$ cat src/rtl/lamp_toggle_bank.sv
`default_nettype none
// +--------------------------------------------------------------------------+
// | Module   : lamp_toggle_bank                                              |
// | Purpose  : FIFO-buffered trigger queue that toggles a bank of lamp bits, |
// |            draining one event per cycle while apply_en is high.          |
// | Option   : LAMP_TOGGLE_BANK_STATS_EN adds a saturating toggle_count.     |
// | Revision : 1.0 - initial release                                         |
// +--------------------------------------------------------------------------+
module lamp_toggle_bank #(
  parameter int LAMP_COUNT = 2,
  parameter int FIFO_DEPTH = 4,
  parameter int IDX_W      = (LAMP_COUNT > 1) ? $clog2(LAMP_COUNT) : 1
) (
  input  logic                  clk,
  input  logic                  logic_reset_n,
  input  logic                  clear,
  input  logic                  trig_valid,
  input  logic [IDX_W-1:0]      trig_idx,
  output logic                  trig_ready,
  input  logic                  apply_en,
  output logic [LAMP_COUNT-1:0] lamps,
  output logic                  changed,
  output logic                  drop,
  output logic                  busy
`ifdef LAMP_TOGGLE_BANK_STATS_EN
  ,
  output logic [15:0]           toggle_count
`endif
);

  localparam int PTR_W = $clog2(FIFO_DEPTH);
  localparam int CNT_W = PTR_W + 1;
  localparam logic [CNT_W-1:0] DEPTH_CNT = CNT_W'(FIFO_DEPTH);

  logic [IDX_W-1:0]      fifo_q [FIFO_DEPTH];
  logic [PTR_W-1:0]      wr_ptr_q, wr_ptr_d;
  logic [PTR_W-1:0]      rd_ptr_q, rd_ptr_d;
  logic [CNT_W-1:0]      count_q,  count_d;
  logic [LAMP_COUNT-1:0] lamps_q,  lamps_d;
  logic                  changed_q, changed_d;
  logic                  drop_q,    drop_d;

  logic [IDX_W-1:0]      w_head;
  logic [LAMP_COUNT-1:0] w_mask;
  logic                  w_push;
  logic                  w_pop;
  logic                  w_in_range;

  // Ready and busy come from the registered count only, so a same-cycle pop
  // never opens a slot for the push being offered.
  assign trig_ready = (count_q < DEPTH_CNT);
  assign busy       = (count_q != '0);
  assign lamps      = lamps_q;
  assign changed    = changed_q;
  assign drop       = drop_q;

  always_comb begin
    w_head     = fifo_q[rd_ptr_q];
    w_push     = trig_valid && trig_ready && !clear;
    w_pop      = apply_en && (count_q != '0) && !clear;
    w_in_range = (32'(w_head) < 32'(LAMP_COUNT));
    w_mask     = '0;
    for (int i = 0; i < LAMP_COUNT; i++) begin
      w_mask[i] = (32'(w_head) == 32'(i));
    end

    wr_ptr_d  = w_push ? wr_ptr_q + PTR_W'(1) : wr_ptr_q;
    rd_ptr_d  = w_pop  ? rd_ptr_q + PTR_W'(1) : rd_ptr_q;
    count_d   = count_q + CNT_W'(w_push) - CNT_W'(w_pop);
    lamps_d   = (w_pop && w_in_range) ? (lamps_q ^ w_mask) : lamps_q;
    changed_d = w_pop && w_in_range;
    drop_d    = w_pop && !w_in_range;

    if (clear) begin
      wr_ptr_d  = '0;
      rd_ptr_d  = '0;
      count_d   = '0;
      lamps_d   = '0;
      changed_d = 1'b0;
      drop_d    = 1'b0;
    end
  end

  always_ff @(posedge clk or negedge logic_reset_n) begin
    if (!logic_reset_n) begin
      wr_ptr_q  <= '0;
      rd_ptr_q  <= '0;
      count_q   <= '0;
      lamps_q   <= '0;
      changed_q <= 1'b0;
      drop_q    <= 1'b0;
      for (int i = 0; i < FIFO_DEPTH; i++) begin
        fifo_q[i] <= '0;
      end
    end else begin
      wr_ptr_q  <= wr_ptr_d;
      rd_ptr_q  <= rd_ptr_d;
      count_q   <= count_d;
      lamps_q   <= lamps_d;
      changed_q <= changed_d;
      drop_q    <= drop_d;
      if (w_push) begin
        fifo_q[wr_ptr_q] <= trig_idx;
      end
    end
  end

`ifdef LAMP_TOGGLE_BANK_STATS_EN
  logic [15:0] toggle_q, toggle_d;

  always_comb begin
    toggle_d = toggle_q;
    if (clear) begin
      toggle_d = '0;
    end else if (w_pop && w_in_range && (toggle_q != 16'hFFFF)) begin
      toggle_d = toggle_q + 16'd1;
    end
  end

  always_ff @(posedge clk or negedge logic_reset_n) begin
    if (!logic_reset_n) begin
      toggle_q <= '0;
    end else begin
      toggle_q <= toggle_d;
    end
  end

  assign toggle_count = toggle_q;
`endif

endmodule
`default_nettype wire

$ cat config.mk
export PLATFORM = sky130hd
export DESIGN_NAME = lamp_toggle_bank
export DESIGN_NICKNAME = d
export VERILOG_FILES = /design/src/rtl/lamp_toggle_bank.sv
export SDC_FILE = /design/constraint.sdc
export NUM_CORES = 1
export LEC_CHECK = 0
export CORE_MARGIN = 2
export CORE_UTILIZATION = 45
export CTS_CLUSTER_DIAMETER = 80
export DETAILED_ROUTE_END_ITERATION = 16
export GPL_ROUTABILITY_DRIVEN = 0
export PLACE_DENSITY = 0.72
export SYNTH_ARGS = -nofsm -noshare
export SYNTH_HDL_FRONTEND = slang
export SYNTH_SLANG_ARGS = --single-unit
$ cat constraint.sdc
create_clock -name clk -period 2.3 [get_ports clk]
set_clock_uncertainty 0.15 [all_clocks]
set_input_delay 0.46 -clock clk [delete_from_list [all_inputs] [get_ports clk]]
set_output_delay 0.46 -clock clk [all_outputs]
set_load 0.01 [all_outputs]
==> reports/metrics.cfg, run 1 <==
[floorplan]
io_pins = 12
die-area_mm2 = 0.00200
dieHeight_um = 44.8
start_util_pct = 49.1
die_x_um = 44.8
rows = 14
core_mm2 = 0.00152

[detailed_routing]
num_vias = 515
drtIter0Drc = 11
drc = 0
wl_per_cell_um = 11.9
firstDrtPassIters = 4
drt_wl_total_um = 1230
final_antenna_net_count = 0
vias_per_cell = 5.00

[final_layout]
fin_util_pct = 63.5
final_cells = 103
syn2layout_area_growth_pct = 29.4
seq_area_um2 = 350
layout.nets = 101
diodes = 0
multiInputGateArea_um2 = 370
fill_cells = 122
drive_gt1_share_pct = 24.1

[timing]
drv_slew = 0
rsz0062_at_grt = false
relSlewSlack_pct = 57.5
hold_viol_final = 0
min_period_ns = 2.18
setup_viol = 0
fmax_ghz = 0.459
finalCritPeriodShare_pct = 94.8
tightest_slew_ns = 0.636
fin_setup_tns_ns = 0

[synthesis]
synth-seq-cells = 14
syn_nets = 81
synthesis.area_um2 = 748
ys_seq_area_share_pct = 46.8
synth_warnings = 0
yosysUniqueCellTypes = 24
syn_inst = 68
syn_area_per_cell_um2 = 11.0

[setup_path]
slowest_stage = fa_2
crit_required_ns = 2.33
cp_top_family = adder cells
start_kind = input port
cpMostUsedCell = inv_1
worst-path-max-fanout = 2
crit_chain = clkdlybuf4s50_1 > nor3b_4 > inv_1 > ha_1 > inv_1 > ha_1 > inv_1 > fa_2 > nor2_1
crit_arrival_ns = 2.22
cp-end-kind = register
crit_type = in -> reg
cp_num_buf_inv = 4
cpPeakStageDelay_ns = 0.51

[placed_design]
dpl.hpwl_um = 926
place_inst = 99
port-buffer-count = 10

[cts]
root_buffer = clkbuf_4
cts_buffers = 3
insertion_delay_ns = 0.28
clockBufferDepth = 2
cts_tree = built
cts_max_level = 1
path_clk_slew_ns = 0.08
cts_sinks = 14

[pwr]
leakage_uw = 0.000472
p_int_uw = 641
p_clk_share_pct = 18.8
powerDensity_mw_per_mm2 = 972
ir_worst_vdd_mv = 0.625
seqPwrFrac_pct = 40.1
pwr-share-comb_pct = 41.1
p_switching_uw = 300
power_uw = 942
swShare_pct = 31.9

[global_route]
grt.overflow.total = 0
track_usage_pct = 15.1
grt_max_degree = 15
grt_pass1_wl_um = 2060
grt_pass1_vias = 490
antenna_found_initial = 0

[job]
maxCapViolations = 0

[status]
status = complete, no violations

[min_path]
worstHoldPathType = reg -> reg

==> path summary, 6_finish.rpt <==
path	startpoint	end	slack, ns	cells after the start
worst max-delay path	trig_valid	count_q[1]$_DFF_PN0_	0.12	9
worst min-delay path	fifo_q[1]$_DFFE_PN0P_	fifo_q[1]$_DFFE_PN0P_	0.36	1
worst max register to register	count_q[0]$_DFF_PN0_	count_q[1]$_DFF_PN0_	0.17	8
worst min register to register	fifo_q[1]$_DFFE_PN0P_	fifo_q[1]$_DFFE_PN0P_	0.36	1
max in group asynchronous	logic_reset_n	fifo_q[0]$_DFFE_PN0P_	1.18	1
min in group asynchronous	logic_reset_n	count_q[0]$_DFF_PN0_	0.41	1
==> area by class of cell <==
type                            count  area share (%)
Tap cell                           16            2.07
Timing Repair Buffer               18            17.1
Multi-Input combinational cell     44            38.2
Inverter                            7            2.71
Clock buffer                        4            3.75
Sequential cell                    14            36.2
==> sequential cells by signal, summed over array words and instances, names as in the netlist <==
| name | flops |
|---|---|
| fifo_q | 4 |
| rd_ptr_q | 2 |
| changed | 1 |
| count_q | 3 |
| wr_ptr_q | 2 |
| lamps | 2 |
==> routing by layer <==
metal	share of wire, %	track usage [%]	vias to the layer above
met4	2.9	12.4	0
met3	2.7	2.40	4
met2	47	24.3	8
met1	48	17.6	244
li1	-	-	259
met5	0	0	-
==> synth_stat cells <==
cell,instances,area [µm²]
a21o_2,1,8.76
a21oi_1,2,10.0
buf_4,1,7.51
clkbuf_1,2,7.51
conb_1,1,3.75
dfrtp_1,14,350
fa_1,1,20.0
ha_1,6,75.1
inv_1,7,26.3
mux2_2,4,45.0
mux2i_1,1,10.0
mux4_2,1,22.5
nand2_1,4,15.0
nand3_1,1,5.00
nor2_1,8,30.0
nor2b_1,2,12.5
nor3b_2,1,12.5
o21ai_0,1,5.00
o311ai_0,1,8.76
o31a_1,1,8.76
o31ai_1,1,7.51
or3_1,2,12.5
xnor2_1,3,26.3
xor2_1,2,17.5
==> per-stage QoR <==
stage,setup slack (ns),instance area [µm²],hold slack (ns)
after CTS,0.0161,950,0.363
after global routing,0.0148,968,0.380
after detailed placement,-0.271,913,0.343
final,0.119,968,0.358
after global placement,-0.209,913,0.333
after floorplan,0.0521,748,0.0144
==> power by group through the flow <==
stage          clock network, µW  logic (µW)  registers (µW)
4_1_cts                      185         387             376
6_report                     177         387             377
3_3_place_gp                   0         374             378
5_1_grt                      191         431             386
3_5_place_dp                   0         384             381
2_1_floorplan                  0         235             379
==> cell families (layout without fill, tap and decap cells) <==
| family | count (synthesis) | in the layout | synth area share, % |
|---|---|---|---|
| AND/OR/NAND/NOR | 18 | 18 | 11.7 |
| flip-flops | 14 | 14 | 46.8 |
| buffers and inverters | 10 | 29 | 5.52 |
| adder cells (fa/ha/maj) | 7 | 7 | 12.7 |
| AO/OA/AOI/OAI | 7 | 7 | 6.52 |
| multiplexers | 6 | 6 | 10.4 |
| XOR/XNOR | 5 | 5 | 5.85 |
| other | 1 | 1 | 0.501 |
==> cell usage in the layout (no fill, tap or decap), drive strengths merged, types with 2 or more instances in the layout <==
cell	synthesis	layout
dfrtp	14	14
nor2	8	8
clkdlybuf4s50	0	8
buf	1	8
inv	7	7
ha	6	6
nand2	4	4
mux2	4	4
clkbuf	2	4
xnor2	3	3
nor2b	2	2
or3	2	2
xor2	2	2
a21oi	2	2
dlymetal6s2s	0	2
==> timing repair <==
action                                  CTS  global route
resized for setup                         0             5
endpoints found under the hold margin     0             0
setup buffers                             0             0
endpoints found under the setup margin    0             2
hold buffers                              0             0
Note: power is estimated with default switching activity, not from simulation.
==> inputs of run 2 (changes only) <==
--- a/config.mk
+++ b/config.mk
@@ -14,3 +14,4 @@
 export SYNTH_ARGS = -nofsm -noshare
 export SYNTH_HDL_FRONTEND = slang
 export SYNTH_SLANG_ARGS = --single-unit
+export TNS_END_PERCENT = 10
==> results of run 2 <==
No change in the layout: final DEF, timing and power equal those of run 1.
